<file path="src/rtl/multiword_subtract_sequencer_pkg.sv">
// Shared constants and state encoding for the
// multi-word subtract sequencer.
package multiword_subtract_sequencer_pkg;

  localparam int WIDTH = 32;
  localparam int NST   = 5;

  localparam int IDLE   = 0;
  localparam int ACCEPT = 1;
  localparam int EVAL   = 2;
  localparam int EMIT   = 3;
  localparam int FINISH = 4;

  typedef logic [NST-1:0] state_t;

  localparam state_t ST_IDLE   = 5'b00001;
  localparam state_t ST_ACCEPT = 5'b00010;
  localparam state_t ST_EVAL   = 5'b00100;
  localparam state_t ST_EMIT   = 5'b01000;
  localparam state_t ST_FINISH = 5'b10000;

  function automatic int cw_of(input int w);
    return (w > 1) ? $clog2(w) : 1;
  endfunction

endpackage

</file>
<file path="src/rtl/multiword_subtract_sequencer_if.sv">
// Operand stream, subtractor hookup, result stream
// and status of the multi-word subtract sequencer.
interface multiword_subtract_sequencer_if;
  import multiword_subtract_sequencer_pkg::*;

  logic             start;
  logic             borrow_in;
  logic             word_valid;
  logic             word_ready;
  logic [WIDTH-1:0] a_word;
  logic [WIDTH-1:0] b_word;
  logic [WIDTH-1:0] sub_x;
  logic [WIDTH-1:0] sub_y;
  logic             sub_b0;
  logic [WIDTH-1:0] sub_d;
  logic             sub_b32;
  logic [WIDTH-1:0] res_word;
  logic             res_valid;
  logic             res_ready;
  logic             res_last;
  logic             done;
  logic             borrow_out;
  logic             zero;
  logic             busy;

  modport slave (
    input  start, borrow_in, word_valid,
    input  a_word, b_word,
    input  sub_d, sub_b32, res_ready,
    output word_ready, sub_x, sub_y, sub_b0,
    output res_word, res_valid, res_last,
    output done, borrow_out, zero, busy
  );

  modport master (
    output start, borrow_in, word_valid,
    output a_word, b_word,
    output sub_d, sub_b32, res_ready,
    input  word_ready, sub_x, sub_y, sub_b0,
    input  res_word, res_valid, res_last,
    input  done, borrow_out, zero, busy
  );

endinterface

</file>
<file path="src/rtl/multiword_subtract_sequencer.sv">
// Sequences an N-word A - B - borrow_in through an
// external 32-bit ripple subtractor, LS word first.
module multiword_subtract_sequencer
  import multiword_subtract_sequencer_pkg::*;
#(
  parameter int WORDS = 4
) (
  input logic clk,
  input logic rst_n,
  multiword_subtract_sequencer_if.slave bus
);

  localparam int CW = cw_of(WORDS);
  localparam logic [CW-1:0] LAST = CW'(WORDS - 1);

  state_t           state_q, state_d;
  logic [WIDTH-1:0] opx_q, opx_d;
  logic [WIDTH-1:0] opy_q, opy_d;
  logic             borrow_q, borrow_d;
  logic [CW-1:0]    cnt_q, cnt_d;
  logic             zacc_q, zacc_d;
  logic [WIDTH-1:0] res_word_q, res_word_d;
  logic             res_last_q, res_last_d;
  logic             bout_q, bout_d;
  logic             zero_q, zero_d;

  always_ff @(posedge clk or negedge rst_n) begin
    if (!rst_n) begin
      state_q <= ST_IDLE;
    end else begin
      state_q <= state_d;
    end
  end

  always_comb begin
    state_d = state_q;
    unique case (1'b1)
      state_q[IDLE]:
        if (bus.start) state_d = ST_ACCEPT;
      state_q[ACCEPT]:
        if (bus.word_valid) state_d = ST_EVAL;
      state_q[EVAL]:
        state_d = ST_EMIT;
      state_q[EMIT]:
        if (bus.res_ready)
          state_d = res_last_q ? ST_FINISH
                               : ST_ACCEPT;
      state_q[FINISH]:
        state_d = ST_IDLE;
      default:
        state_d = ST_IDLE;
    endcase
  end

  // Subtractor inputs come only from registers so the
  // ripple chain sees stable operands for all of EVAL.
  always_comb begin
    bus.word_ready = state_q[ACCEPT];
    bus.res_valid  = state_q[EMIT];
    bus.done       = state_q[FINISH];
    bus.busy       = ~state_q[IDLE];
    bus.sub_x      = opx_q;
    bus.sub_y      = opy_q;
    bus.sub_b0     = borrow_q;
    bus.res_word   = res_word_q;
    bus.res_last   = res_last_q;
    bus.borrow_out = bout_q;
    bus.zero       = zero_q;
  end

  always_comb begin
    opx_d      = opx_q;
    opy_d      = opy_q;
    borrow_d   = borrow_q;
    cnt_d      = cnt_q;
    zacc_d     = zacc_q;
    res_word_d = res_word_q;
    res_last_d = res_last_q;
    bout_d     = bout_q;
    zero_d     = zero_q;
    unique case (1'b1)
      state_q[IDLE]:
        if (bus.start) begin
          borrow_d = bus.borrow_in;
          cnt_d    = '0;
          zacc_d   = 1'b1;
          bout_d   = 1'b0;
          zero_d   = 1'b0;
        end
      state_q[ACCEPT]:
        if (bus.word_valid) begin
          opx_d = bus.a_word;
          opy_d = bus.b_word;
        end
      state_q[EVAL]: begin
        res_word_d = bus.sub_d;
        borrow_d   = bus.sub_b32;
        zacc_d     = zacc_q & (bus.sub_d == '0);
        res_last_d = (cnt_q == LAST);
      end
      state_q[EMIT]:
        if (bus.res_ready && !res_last_q)
          cnt_d = cnt_q + 1'b1;
      state_q[FINISH]: begin
        bout_d = borrow_q;
        zero_d = zacc_q;
      end
      default: ;
    endcase
  end

  always_ff @(posedge clk or negedge rst_n) begin
    if (!rst_n) begin
      opx_q      <= '0;
      opy_q      <= '0;
      borrow_q   <= 1'b0;
      cnt_q      <= '0;
      zacc_q     <= 1'b0;
      res_word_q <= '0;
      res_last_q <= 1'b0;
      bout_q     <= 1'b0;
      zero_q     <= 1'b0;
    end else begin
      opx_q      <= opx_d;
      opy_q      <= opy_d;
      borrow_q   <= borrow_d;
      cnt_q      <= cnt_d;
      zacc_q     <= zacc_d;
      res_word_q <= res_word_d;
      res_last_q <= res_last_d;
      bout_q     <= bout_d;
      zero_q     <= zero_d;
    end
  end

endmodule
</file>
<file path="src/flat_wrapper.sv">
// flat-port wrapper written by rule: the top's interface ports become plain ports
module multiword_subtract_sequencer_flat import multiword_subtract_sequencer_pkg::*;
#(
  parameter int WORDS = 4
)
  (clk, rst_n, bus_start, bus_borrow_in, bus_word_valid, bus_a_word, bus_b_word, bus_sub_d, bus_sub_b32, bus_res_ready, bus_word_ready, bus_sub_x, bus_sub_y, bus_sub_b0, bus_res_word, bus_res_valid, bus_res_last, bus_done, bus_borrow_out, bus_zero, bus_busy);
  multiword_subtract_sequencer_if bus_i ();
  input logic clk;
  input logic rst_n;
  input wire logic [$bits(bus_i.start)-1:0] bus_start;
  input wire logic [$bits(bus_i.borrow_in)-1:0] bus_borrow_in;
  input wire logic [$bits(bus_i.word_valid)-1:0] bus_word_valid;
  input wire logic [$bits(bus_i.a_word)-1:0] bus_a_word;
  input wire logic [$bits(bus_i.b_word)-1:0] bus_b_word;
  input wire logic [$bits(bus_i.sub_d)-1:0] bus_sub_d;
  input wire logic [$bits(bus_i.sub_b32)-1:0] bus_sub_b32;
  input wire logic [$bits(bus_i.res_ready)-1:0] bus_res_ready;
  output wire logic [$bits(bus_i.word_ready)-1:0] bus_word_ready;
  output wire logic [$bits(bus_i.sub_x)-1:0] bus_sub_x;
  output wire logic [$bits(bus_i.sub_y)-1:0] bus_sub_y;
  output wire logic [$bits(bus_i.sub_b0)-1:0] bus_sub_b0;
  output wire logic [$bits(bus_i.res_word)-1:0] bus_res_word;
  output wire logic [$bits(bus_i.res_valid)-1:0] bus_res_valid;
  output wire logic [$bits(bus_i.res_last)-1:0] bus_res_last;
  output wire logic [$bits(bus_i.done)-1:0] bus_done;
  output wire logic [$bits(bus_i.borrow_out)-1:0] bus_borrow_out;
  output wire logic [$bits(bus_i.zero)-1:0] bus_zero;
  output wire logic [$bits(bus_i.busy)-1:0] bus_busy;
  assign bus_i.start = bus_start;
  assign bus_i.borrow_in = bus_borrow_in;
  assign bus_i.word_valid = bus_word_valid;
  assign bus_i.a_word = bus_a_word;
  assign bus_i.b_word = bus_b_word;
  assign bus_i.sub_d = bus_sub_d;
  assign bus_i.sub_b32 = bus_sub_b32;
  assign bus_i.res_ready = bus_res_ready;
  assign bus_word_ready = bus_i.word_ready;
  assign bus_sub_x = bus_i.sub_x;
  assign bus_sub_y = bus_i.sub_y;
  assign bus_sub_b0 = bus_i.sub_b0;
  assign bus_res_word = bus_i.res_word;
  assign bus_res_valid = bus_i.res_valid;
  assign bus_res_last = bus_i.res_last;
  assign bus_done = bus_i.done;
  assign bus_borrow_out = bus_i.borrow_out;
  assign bus_zero = bus_i.zero;
  assign bus_busy = bus_i.busy;
  multiword_subtract_sequencer #(.WORDS(WORDS)) u_core (.clk(clk), .rst_n(rst_n), .bus(bus_i));
endmodule
</file>
<file path="config.mk">
export PLATFORM = sky130hd
export DESIGN_NAME = multiword_subtract_sequencer_flat
export DESIGN_NICKNAME = d
export VERILOG_FILES = /design/src/rtl/multiword_subtract_sequencer_pkg.sv /design/src/rtl/multiword_subtract_sequencer_if.sv /design/src/rtl/multiword_subtract_sequencer.sv /design/src/flat_wrapper.sv
export SDC_FILE = /design/constraint.sdc
export NUM_CORES = 1
export LEC_CHECK = 0
export BUFFER_PORTS_ARGS = -buffer_cell sky130_fd_sc_hd__buf_2
export CORE_MARGIN = 2
export CORE_UTILIZATION = 49
export DETAILED_ROUTE_END_ITERATION = 7
export PLACE_DENSITY_LB_ADDON = 0.2
export SYNTH_ARGS = -nofsm -noshare
export SYNTH_HDL_FRONTEND = slang
export SYNTH_SLANG_ARGS = --single-unit
</file>
<file path="constraint.sdc">
create_clock -name clk -period 3.6 [get_ports clk]
set_input_delay 0.72 -clock clk [delete_from_list [all_inputs] [get_ports clk]]
set_output_delay 0.72 -clock clk [all_outputs]
set_load 0.03 [all_outputs]
</file>
== Yosys cells after proc, flatten, opt, wreduce, memory -nomap -nowiden ==
Index checks and enable logic that the tools add are counted.

* Add/sub/neg operators: 1
* Equality and inequality tests: 5
* Multiplexer cells: 15
* Bitwise logic cells: 2
* Reduce and logical (&&, ||, !) cells: 11

{| class="wikitable"
|+ Operators by type and width
! kind !! count
|-
| logical NOT 32 bit || 1
|-
| two-way mux 5 bit || 4
|-
| case mux 5 bit (4 select lines) || 1
|-
| != test 2 bit (second input constant) || 4
|-
| case mux 1 bit (2 select lines) || 4
|-
| AND reduction 2 bit || 3
|-
| AND reduction 3 bit || 2
|-
| nonzero test 2 bit || 3
|-
| two-way mux 2 bit || 2
|-
| case mux 2 bit (2 select lines) || 1
|-
| two-way mux 1 bit || 3
|-
| adder 2 x 1 -> 2 bit (second input constant) || 1
|-
| == test 2 bit (second input constant) || 1
|-
| AND 1 bit || 1
|-
| logical AND 1 bit || 1
|-
| logical NOT 1 bit || 1
|-
| NOT 1 bit || 1
|}

* Flip-flop bits (word level): 108
* Input port bits: 103
* Logic and storage cells: 45

== Longest topological paths before layout ==
Gate-level depths: netlist (run 1).

* Depth in word-level cells: 4
* Depth in mapped cells: 5

== Least setup slack after synthesis (run 1) ==
Ideal clock, no wire load.

* Path kind: in2reg
* Start point: input port bus_sub_d[7]
* End point: register u_core.zacc_q
* Setup time: 76 ps
* Arrival time: 1711 ps
* Required time: 3524 ps
* Path slack: 1813 ps
* Cell stages on the path: 3
* Cell sequence: or4_1 -> or4_1 -> o21ai_1

* Word-level cells in the longest chain between the ends: 3

{| class="wikitable"
|+ RTL lines
! element !! line !! source
|-
| start: declaration || flat_wrapper.sv:15 || <nowiki>input wire logic [$bits(bus_i.sub_d)-1:0] bus_sub_d;</nowiki>
|-
| logical NOT 32 bit || multiword_subtract_sequencer.sv:98 || <nowiki>zacc_d = zacc_q & (bus.sub_d == '0);</nowiki>
|-
| AND 1 bit || multiword_subtract_sequencer.sv:98 ||
|-
| case mux 1 bit (2 select lines) || multiword_subtract_sequencer.sv:81 || <nowiki>unique case (1'b1)</nowiki>
|-
| end signal: assignment || multiword_subtract_sequencer.sv:128 || <nowiki>zacc_q <= zacc_d;</nowiki>
|-
| end: declaration || multiword_subtract_sequencer.sv:21 || <nowiki>logic zacc_q, zacc_d;</nowiki>
|}

No other way between the ends.
A chain may end at the register's enable or synchronous reset.

== Worst setup path in the final report (run 1) ==
* Start point: register u_core.state_q[0]
* End point: output port bus_busy

* Word-level cells in the longest chain between the ends: 1

{| class="wikitable"
|+ RTL lines
! element !! line !! source
|-
| start: declaration || multiword_subtract_sequencer.sv:16 || <nowiki>state_t state_q, state_d;</nowiki>
|-
| start signal: assignment || multiword_subtract_sequencer.sv:31 || <nowiki>state_q <= state_d;</nowiki>
|-
| NOT 1 bit || multiword_subtract_sequencer.sv:61 || <nowiki>bus.busy = ~state_q[IDLE];</nowiki>
|-
| end: declaration || flat_wrapper.sv:28 || <nowiki>output wire logic [$bits(bus_i.busy)-1:0] bus_busy;</nowiki>
|}

No other way between the ends.

==> impl_metrics.csv, run 1 <==
group,metric,value,unit
timing,hold_slack,0.5089,ns
synth,yosysTopAreaCell,"dfrtp_1",
finish,layout_common_cells,"buf_2 (205), dfrtp_1 (107), mux2_2 (97), clkbuf_8 (9)",
synth,yosys_most_used_dff,"dfrtp_1",
clock_tree,cts.sinks,108,
min_path,min_path_cells,1,
drt,drt_iter0_drc,78,
worst_setup_path,regToRegSetupSlack,1.81,ns
clock_tree,numCtsBuffers,9,
worst_setup_path,crit_buf_inv,2,
drt,wl_per_cell,15.83,µm
finish,final_common_cell,"buf_2",
clock_tree,clkLatencyLatePin,0.35,ns
drt,viasPerCell,5.085,
synth,synth_compound_area_share,3.170,%
global_routing,grt_usage,19.94,%
global_routing,grt_pass1_vias,3158,
floorplan,start_util,50.88,%
finish,drive_gt1_share,67.01,%
timing,layout_min_cycle_time,2.007,ns
synth,syn_nets,379,
drt,vias,3000,
clock_tree,htreeDepth,3,
placed_design,portBuffers,206,
worst_setup_path,critPathTopFamily,"flip-flops",
global_routing,grt_first_pass_wirelength,15.19,mm
drt,dr.pass1.iters,4,
drt,wl,9.337,mm
synth,synth_fa_ha_area_share,0.2963,%
synth,synth_area,0.004223,mm²
synth,synthMuxAreaShare,26.58,%
power,ir_drop,630.3,µV
drt,ant_nets,0,
worst_setup_path,reg2reg_depth,3,
worst_setup_path,cp.arrival,1.29,ns
floorplan,die_w,96.83,µm
timing,rsz0062_at_grt,"no",
floorplan,die_y,96.83,µm
worst_setup_path,crit_type,"reg -> out",
worst_setup_path,worstSetupEndpointType,"primary output",
timing,fmax,498.2,MHz
placed_design,place_inst,574,
synth,yosysSeqAreaShare,64.03,%
power,p_per_area,1037,mW/mm²
synth,synth_simple_gate_area_share,3.852,%
synth,synth_seq_cells,108,
floorplan,fp.coreArea,0.008299,mm²
synth,synthCells,275,
clock_tree,ctsHoldBuffers,0,
finish,antenna_cells,0,
global_routing,grt_max_degree,89,
global_routing,antenna_found_initial,0,
timing,worst_slew_pin_slew,1.078,ns
synth,synth_cell_types,33,
job,drv_cap,0,
worst_setup_path,crit_path_cell_trace,"inv_1, buf_2",
synth,synth_area_leaders,"dfrtp_1 (63%), mux2_2 (26%), buf_2 (1.2%)",
finish,nFillCells,641,
finish,area_growth,32.12,%
floorplan,die-area,0.009376,mm²
timing,fin_skew,0.01050,ns
placed_design,dp_hpwl,6.953,mm
synth,synth_top_family_by_area,"multiplexers",
worst_setup_path,slowest_delay,0.64,ns
clock_tree,clk_pin_slew,0.10,ns
worst_setup_path,reg2reg_to,"u_core.bus.sub_y[0]$_DFFE_PN0P_",
timing,fin_setup_tns,0,ns
synth,syn_area_per_cell,15.36,µm²
power,p_leak,0.002725,µW
min_path,min_path_type,"reg -> reg",
min_path,min_to,"u_core.bus.sub_x[22]$_DFFE_PN0P_",
synth,yosysTopAreaCellShare,63.41,%
worst_setup_path,critPathLaunchType,"flop",
global_routing,grt_overflow_total,0,
worst_setup_path,cp_slowest_cell,"dfstp_2",
timing,finalHoldViolCount,0,
clock_tree,cts_tree,"yes",
timing,fin_crit_sh,55.75,%
placed_design,gp_congestion,0.8313,
floorplan,rows,33,
clock_tree,post_cts_buffers,0,
finish,register_area,0.002704,mm²
synth,synth_edf_count,0,
timing,maxSlewHeadroom,28.15,%
synth,synthXorXnorAreaFrac,0,%
clock_tree,clk_path_buf_depth,2,
min_path,worstHoldStart,"u_core.bus.sub_x[22]$_DFFE_PN0P_",
clock_tree,root_buffer,"clkbuf_8",
worst_setup_path,crit_required,2.88,ns
run_status,status,"finished, final reports clean",
drt,drc,0,
finish,multiInputGateArea,0.001434,mm²
finish,final_cells,590,
worst_setup_path,path_max_fanout,11,
timing,slew_viol_final,0,
worst_setup_path,reg2reg_from,"u_core.state_q[1]$_DFF_PN0_",
synth,yosysWarnings,0,
floorplan,io_pins,207,
timing,setup_viol,0,
synth,async_reset_ff_share,100.0,%
finish,fin_nets,584,
clock_tree,cts_resized,0,
[report_power, final]
part / internal, µW / switching, µW
clock network: 396 / 406
registers: 1820 / 350
logic: 1020 / 1800
total: 3230 / 2550
[worst reg2reg max path: stages (launching register included)]
cell and delay, ns:
dfrtp_1 0.43, nand2_2 0.54, buf_12 0.31, mux2_2 0.40
[worst max path at each step]
stage          cells after the start  slack, ns                                to                        start
4_1_cts                            2       1.57                          bus_busy  u_core.state_q[0]$_DFF_PN1_
6_report                           2       1.59                          bus_busy  u_core.state_q[0]$_DFF_PN1_
3_3_place_gp                       4       1.43  u_core.bus.sub_x[24]$_DFFE_PN0P_               bus_word_valid
5_1_grt                            2       1.51                          bus_busy  u_core.state_q[0]$_DFF_PN1_
3_5_place_dp                       4       1.41   u_core.bus.sub_y[0]$_DFFE_PN0P_               bus_word_valid
2_1_floorplan                      3       1.81         u_core.zacc_q$_DFFE_PN0P_                 bus_sub_d[7]
[layout make-up]
type	instances	share of cell area (%)
Sequential cell	108	48.46
Clock buffer	9	2.220
Clock inverter	7	1.772
Timing Repair Buffer	209	19.15
Tap cell	105	2.355
Multi-Input combinational cell	147	25.70
Inverter	5	0.3364
[logic make-up after synthesis]
kind of cell,after synthesis
flops,108
mux,100
simple gates,28
buf+inv,20
compound gates,18
fa+ha+maj,1
[sequential cells by signal, indices dropped and copies added (netlist names)]
name                   cells
u_core.bus.borrow_out      1
u_core.zacc_q              1
u_core.bus.res_word       32
u_core.bus.res_last        1
u_core.bus.sub_x          32
u_core.bus.sub_y          32
u_core.cnt_q               2
u_core.bus.zero            1
u_core.bus.sub_b0          1
u_core.state_q             5
[cells in the mapped netlist (all sizes together), types with 2 or more instances]
master  number
inv          5
dfrtp      107
a32oi        2
mux2i        3
o21ai        5
or4          2
nor3         3
nor2b        3
a221o        2
buf         12
o211ai       2
nand3        3
nand2        3
nand4        2
clkbuf       3
nor4         5
nand2b       3
mux2        97
[metal layers]
metal  up-vias  routed length, µm  global-route usage, %
met3        16                730                  7.514
met2       119               4734                  33.28
met5         -                  0                      0
met4         0                217                  8.017
li1       1402                  -                      -
met1      1463               3655                  23.26
[metrics by stage]
stage | power, µW | util [%] | cell area [µm²] | setup slack [ns]
2_1_floorplan | 4140 | - | 4223 | 1.813
3_3_place_gp | 4956 | 64.54 | 5356 | 1.429
3_5_place_dp | 5031 | 64.54 | 5356 | 1.412
4_1_cts | 5850 | 67.22 | 5579 | 1.572
5_1_grt | 6085 | 67.22 | 5579 | 1.514
6_report | 5786 | 67.22 | 5579 | 1.593
Power figures use the tool's default switching activity.
==> run 2, diff against run 1 <==
--- a/config.mk
+++ b/config.mk
@@ -5,9 +5,10 @@
 export SDC_FILE = /design/constraint.sdc
 export NUM_CORES = 1
 export LEC_CHECK = 0
+export ABC_AREA = 1
 export BUFFER_PORTS_ARGS = -buffer_cell sky130_fd_sc_hd__buf_2
 export CORE_MARGIN = 2
-export CORE_UTILIZATION = 49
+export CORE_UTILIZATION = 46
 export DETAILED_ROUTE_END_ITERATION = 7
 export PLACE_DENSITY_LB_ADDON = 0.2
 export SYNTH_ARGS = -nofsm -noshare
==> constraint.sdc (replaced) <==
create_clock -name clk -period 2 [get_ports clk]
set_input_delay 0.4 -clock clk [delete_from_list [all_inputs] [get_ports clk]]
set_output_delay 0.4 -clock clk [all_outputs]
set_load 0.03 [all_outputs]
==> run 2 against run 1 <==
Effect of this change: combinational power up 74%; register-to-register slack worse by 1.0 ns; via count up 27%; critical endpoint unchanged; wire length up 14%; critical path depth unchanged; clock skew up 0.0036 ns; power up 75%; largest power group unchanged; utilization down 5.5 points; final cell count up 38%; sequential share of layout area down 0.41 points; sequential power up 74%; count of clock-buffer cells in the layout up 1.
==> impl_metrics.csv, run 2 <==
group,metric,value,unit
run_status,status,"finished, final reports clean",
drt,wl_per_cell,13.09,µm
min_path,worstHoldStart,"bus_b_word[12]",
power,p_switching,4875,µW
power,clock_power_share,14.4,%
worst_setup_path,critPathLaunchType,"flop",
drt,drt_iter0_drc,107,
global_routing,grt_overflow_total,0,
timing,slew_viol_final,0,
floorplan,start_util,46.84,%
synth,synth_area,0.004267,mm²
global_routing,grt_usage,21.12,%
power,sequentialPowerShare,37.2,%
placed_design,portBuffers,206,
timing,rsz0062_at_grt,"no",
finish,drive_gt1_share,33.85,%
synth,netlist_top_cells_count,"nand2_1 (304), dfrtp_1 (107), nor2_1 (20)",
timing,fin_crit_sh,79.81,%
power,p_leak,0.003337,µW
timing,setup_viol,0,
worst_setup_path,cp.arrival,1.20,ns
placed_design,gp_congestion,0.7941,
clock_tree,clkLatencyLatePin,0.36,ns
floorplan,fp.coreArea,0.009109,mm²
drt,vias,3811,
synth,synth_edf_count,0,
finish,fin_nets,802,
power,swShare,48.02,%
drt,wl,10.65,mm
global_routing,grt_pass1_vias,3616,
synth,yosysWarnings,0,
synth,synth_area_leaders,"dfrtp_1 (63%), nand2_1 (27%), buf_4 (1.8%)",
worst_setup_path,reg2reg_from,"u_core.state_q[0]$_DFF_PN1_",
timing,fin_skew,0.01413,ns
clock_tree,ctsHoldBuffers,1,
clock_tree,clk_path_buf_depth,2,
worst_setup_path,crit_required,1.60,ns
floorplan,die_y,100.3,µm
power,p_per_area,1804,mW/mm²
timing,layout_min_cycle_time,1.596,ns
placed_design,dp_hpwl,7.842,mm
synth,synth_cell_types,20,
synth,yosysTopAreaCell,"dfrtp_1",
clock_tree,htreeDepth,3,
floorplan,rows,35,
synth,syn_area_per_cell,8.637,µm²
finish,final_cells,814,
min_path,min_path_type,"in -> reg",
timing,maxSlewHeadroom,69.95,%
floorplan,die-area,0.01006,mm²
power,power_frac_comb,48.3,%
floorplan,die_w,100.3,µm
synth,synth_seq_cells,108,
clock_tree,root_buffer,"clkbuf_8",
worst_setup_path,worstSetupEndpointType,"primary output",
finish,antenna_cells,0,
synth,syn_nets,598,
timing,finalHoldViolCount,0,
global_routing,antenna_found_initial,0,
job,drv_cap,0,
drt,dr.pass1.iters,6,
synth,yosysTopAreaCellShare,62.76,%
finish,area_growth,31.88,%
worst_setup_path,path_max_fanout,7,
synth,yosysMostFrequentCell,"nand2_1",
floorplan,io_pins,207,
timing,fin_setup_tns,0,ns
power,intPower,5277,µW
finish,final_common_cell,"nand2_1",
synth,yosys_most_used_dff,"dfrtp_1",
drt,viasPerCell,4.682,
clock_tree,cts.sinks,108,
synth,yosysSeqAreaShare,63.37,%
timing,worst_slew_pin_slew,0.4501,ns
drt,drc,0,
global_routing,grt_max_degree,65,
clock_tree,post_cts_buffers,0,
clock_tree,cts_resized,0,
placed_design,place_inst,797,
global_routing,grt_first_pass_wirelength,16.73,mm
clock_tree,clk_pin_slew,0.11,ns
worst_setup_path,regToRegSetupSlack,0.80,ns
synth,async_reset_ff_share,100.0,%
power,ir_drop,887.0,µV
worst_setup_path,crit_type,"reg -> out",
synth,synthCells,494,
finish,layout_common_cells,"nand2_1 (303), buf_2 (205), dfrtp_1 (107), nor2_1 (20), inv_1 (10)",
timing,fmax,626.5,MHz
worst_setup_path,setup.worst_path.start,"u_core.state_q[0]$_DFF_PN1_",
clock_tree,cts_tree,"yes",
drt,ant_nets,0,
clock_tree,numCtsBuffers,9,
## run 2: changes by cell type in the layout (fill, tap and decap cells not counted), moves of 4 or more
cell,change
nand2_1,+301
mux2_2,-97
nor2_1,+19
inv_1,+5
nor4_1,-5
buf_4,+4
inv_2,+4
nand3_1,+4
o21ai_1,+4
## run 2: through the flow
step	hold WS, ns	util [%]	instance area (µm²)	total power (µW)	setup slack, ns
finish	0.2207	61.77	5627	10150	0.4039
floorplan	0.1044	-	4267	7169	0.7944
detailed placement	0.3138	59.22	5394	8771	0.7325
global placement	0.3093	59.22	5394	8645	0.7757
global route	0.1990	61.77	5627	10840	0.3517
CTS	0.2017	61.77	5627	10250	0.3871
## run 2: per-layer routing
metal  routed length, µm  part of all wire, %  global-route usage (%)  vias up
li1                    -                    -                       -     1901
met1                4433                   42                   26.32     1724
met2                5037                   47                   34.85      166
met3                 918                  8.6                   5.641       20
met4                 262                  2.5                   9.062        0
met5                   0                    0                       0        -
## run 2: worst paths after layout
path | to | cells after the start
min reg2reg | u_core.bus.res_word[23]$_DFFE_PN0P_ | 2
min in group asynchronous | u_core.bus.sub_y[8]$_DFFE_PN0P_ | 2
max reg2reg | u_core.cnt_q[0]$_DFFE_PN0P_ | 4
min | u_core.bus.sub_y[12]$_DFFE_PN0P_ | 3
max in group asynchronous | u_core.bus.sub_y[4]$_DFFE_PN0P_ | 3
max | bus_busy | 2
## run 2: cell families (layout without fill, tap and decap cells)
kind of cell | after synthesis | count (layout) | synth area share (%)
AND/OR/NAND/NOR | 333 | 333 | 29.82
flip-flops | 108 | 108 | 63.37
buffers and inverters | 36 | 245 | 4.340
AO/OA/AOI/OAI | 16 | 16 | 2.170
adder cells (fa/ha/maj) | 1 | 1 | 0.2932
## run 2: layout make-up
class / instances / area [µm²]
timing repair buffer: 215 / 1129
tap: 111 / 138.9
fill: 848 / 3482
sequential: 108 / 2704
clock buffer: 10 / 127.6
multi-input combinational: 350 / 1380
inverter: 14 / 52.55
clock inverter: 6 / 95.09
## run 2: power by group through the flow
stage	registers, µW	clock network, µW	logic (µW)
floorplan	5780	0	1390
finish	3780	1460	4910
global placement	3780	0	4870
detailed placement	3810	0	4960
global route	3910	1600	5330
CTS	3780	1500	4970
## run 2: worst max-delay path, cell delays in order (launching register included)
cell and delay [ns]:
dfstp_2 0.60, inv_2 0.06, buf_2 0.17
==> run 3, diff against run 2 <==
--- a/config.mk
+++ b/config.mk
@@ -8,7 +8,7 @@
 export ABC_AREA = 1
 export BUFFER_PORTS_ARGS = -buffer_cell sky130_fd_sc_hd__buf_2
 export CORE_MARGIN = 2
-export CORE_UTILIZATION = 46
+export CORE_UTILIZATION = 41
 export DETAILED_ROUTE_END_ITERATION = 7
 export PLACE_DENSITY_LB_ADDON = 0.2
 export SYNTH_ARGS = -nofsm -noshare
==> constraint.sdc (replaced) <==
create_clock -name clk -period 1.4 [get_ports clk]
set_input_delay 0.28 -clock clk [delete_from_list [all_inputs] [get_ports clk]]
set_output_delay 0.28 -clock clk [all_outputs]
set_load 0.03 [all_outputs]
==> run 3 against run 2 <==
Effect of this change: worst setup slack lost 0.38 ns; clock skew shrank 0.0032 ns; critical path type unchanged; first-iteration DRC count grew to 2.6 times the previous value; non-clock buffer count grew 4; sequential power grew 42%; power grew 43%; largest power group unchanged; clock power grew 34%; count of clock-buffer cells in the layout grew 1.
==> impl_metrics.csv, run 3 (same netlist as run 2, synthesis figures left out) <==
group,metric,value,unit
run_status,status,"finished, final reports clean",
power,p_per_area,2530,mW/mm²
drt,viasPerCell,4.543,
power,intPower,7547,µW
worst_setup_path,crit_path_cell_trace,"inv_2, buf_6",
job,drv_cap,0,
floorplan,die_y,106.0,µm
drt,ant_nets,0,
timing,fin_crit_sh,98.57,%
timing,slew_viol_final,0,
power,clock_power_share,13.5,%
timing,setup_viol,0,
timing,layout_min_cycle_time,1.380,ns
timing,finalHoldViolCount,0,
floorplan,rows,37,
worst_setup_path,critPathLaunchType,"flop",
global_routing,antenna_found_initial,0,
worst_setup_path,slowest_delay,0.56,ns
power,swShare,47.83,%
power,sequentialPowerShare,37.1,%
timing,fin_setup_tns,0,ns
power,p_total,14470,µW
power,p_leak,0.003360,µW
drt,wl_per_cell,12.81,µm
drt,drc,0,
drt,dr.pass1.iters,4,
timing,rsz0062_at_grt,"yes",
drt,vias,3830,
clock_tree,htreeDepth,3,
clock_tree,root_buffer,"clkbuf_8",
power,p_switching,6920,µW
finish,final_common_cell,"nand2_1",
finish,drive_gt1_share,34.37,%
worst_setup_path,cp.arrival,1.10,ns
floorplan,die_w,106.0,µm
timing,worst_slew_pin_slew,0.3774,ns
timing,fmax,724.6,MHz
finish,layout_common_cells,"nand2_1 (303), buf_2 (204), dfrtp_1 (107), nor2_1 (20), clkbuf_8 (11)",
worst_setup_path,cp_slowest_cell,"dfstp_2",
placed_design,gp_congestion,0.8539,
clock_tree,cts_tree,"yes",
worst_setup_path,crit_type,"reg -> out",
finish,fin_nets,806,
global_routing,grt_max_degree,43,
global_routing,grt_pass1_vias,3741,
finish,antenna_cells,0,
drt,wl,10.80,mm
placed_design,dp_hpwl,8.101,mm
floorplan,io_pins,207,
power,ir_drop,950.8,µV
clock_tree,clk_path_buf_depth,2,
min_path,min_path_type,"in -> reg",
worst_setup_path,crit_required,1.12,ns
drt,drt_iter0_drc,282,
power,power_frac_comb,49.4,%
clock_tree,clkLatencyLatePin,0.36,ns
worst_setup_path,path_max_fanout,2,
timing,maxSlewHeadroom,74.84,%
finish,area_growth,34.05,%
global_routing,grt_first_pass_wirelength,17.54,mm
clock_tree,clk_pin_slew,0.10,ns
worst_setup_path,worstSetupEndpointType,"primary output",
placed_design,portBuffers,206,
global_routing,grt_overflow_total,0,
clock_tree,numCtsBuffers,9,
floorplan,die-area,0.01124,mm²
floorplan,fp.coreArea,0.01023,mm²
timing,fin_skew,0.01091,ns
clock_tree,cts.sinks,108,
global_routing,grt_usage,19.61,%
floorplan,start_util,41.70,%
run 3: cell count changes in the layout (fill, tap and decap cells not counted):
cell / change
clkinv_4: -2
buf_12: +3
inv_6: -1
clkinvlp_4: +2
clkbuf_8: +2
buf_6: +1
clkbuf_1: -1
clkinv_2: +1
buf_2: -1
bufinv_16: -1
buf_4: +1
run 3: what timing repair did:
action | in CTS | in global routing
cloned | 0 | 0
endpoints found under the hold margin | 22 | 0
setup endpoints to repair | 1 | 1
resized for setup | 2 | 0
hold buffers | 1 | 0
buffers inserted | 2 | 0
run 3: area by class of cell:
class                   count  area [µm²]
fillers                   984        4512
flip-flops and latches    108        2704
multi-input cells         350        1380
repair buffers            219        1202
well taps                 136       170.2
clock buffers              11       151.4
clock inverters             5       58.81
inverters                  14       52.55
run 3: routing by layer:
layer | wire [µm] | part of all wire (%) | track usage, % | vias up
li1 | - | - | - | 1907
met1 | 4649 | 43 | 24.77 | 1752
met2 | 5005 | 46 | 31.24 | 152
met3 | 893 | 8.3 | 5.825 | 19
met4 | 248 | 2.3 | 8.835 | 0
met5 | 0 | 0 | 0 | -
run 3: path summary, 6_finish.rpt:
| check | cells past startpoint | slack [ns] | from | to |
|---|---|---|---|---|
| hold reg to reg | 2 | 0.48 | u_core.bus.res_word[22]$_DFFE_PN0P_ | u_core.bus.res_word[22]$_DFFE_PN0P_ |
| min in group asynchronous | 2 | 0.37 | rst_n | u_core.bus.sub_y[9]$_DFFE_PN0P_ |
| setup / recovery | 2 | 0.02 | u_core.state_q[0]$_DFF_PN1_ | bus_busy |
| setup reg to reg | 5 | 0.14 | u_core.state_q[0]$_DFF_PN1_ | u_core.cnt_q[0]$_DFFE_PN0P_ |
| hold / removal | 3 | 0.11 | bus_b_word[5] | u_core.bus.sub_y[5]$_DFFE_PN0P_ |
| max in group asynchronous | 3 | 0.47 | rst_n | u_core.bus.sub_x[4]$_DFFE_PN0P_ |
run 3: critical path, delay by kind of cell (launching register included):
kind / cells / cell delay [ns]
flip-flops: 1 / 0.56
buffers and inverters: 2 / 0.18
run 3: power groups by stage:
stage / registers [µW] / clock network [µW] / logic [µW]
after floorplan: 8260 / 0 / 1980
after global placement: 5400 / 0 / 7050
after detailed placement: 5420 / 0 / 7160
after CTS: 5370 / 2010 / 7230
after global routing: 5540 / 2170 / 7740
final: 5370 / 1950 / 7150
run 3: stage by stage:
stage / setup WS (ns) / instances / hold slack, ns / utilization [%] / area (µm²)
CTS: 0.01516 / 843 / 0.08829 / 55.90 / 5719
global placement: 0.2655 / 824 / 0.2221 / 53.54 / 5478
floorplan: 0.1944 / 494 / -0.01559 / - / 4267
finish: 0.01999 / 843 / 0.1102 / 55.90 / 5719
detailed placement: 0.2359 / 824 / 0.2233 / 53.54 / 5478
global route: -0.02370 / 843 / 0.08495 / 55.90 / 5719
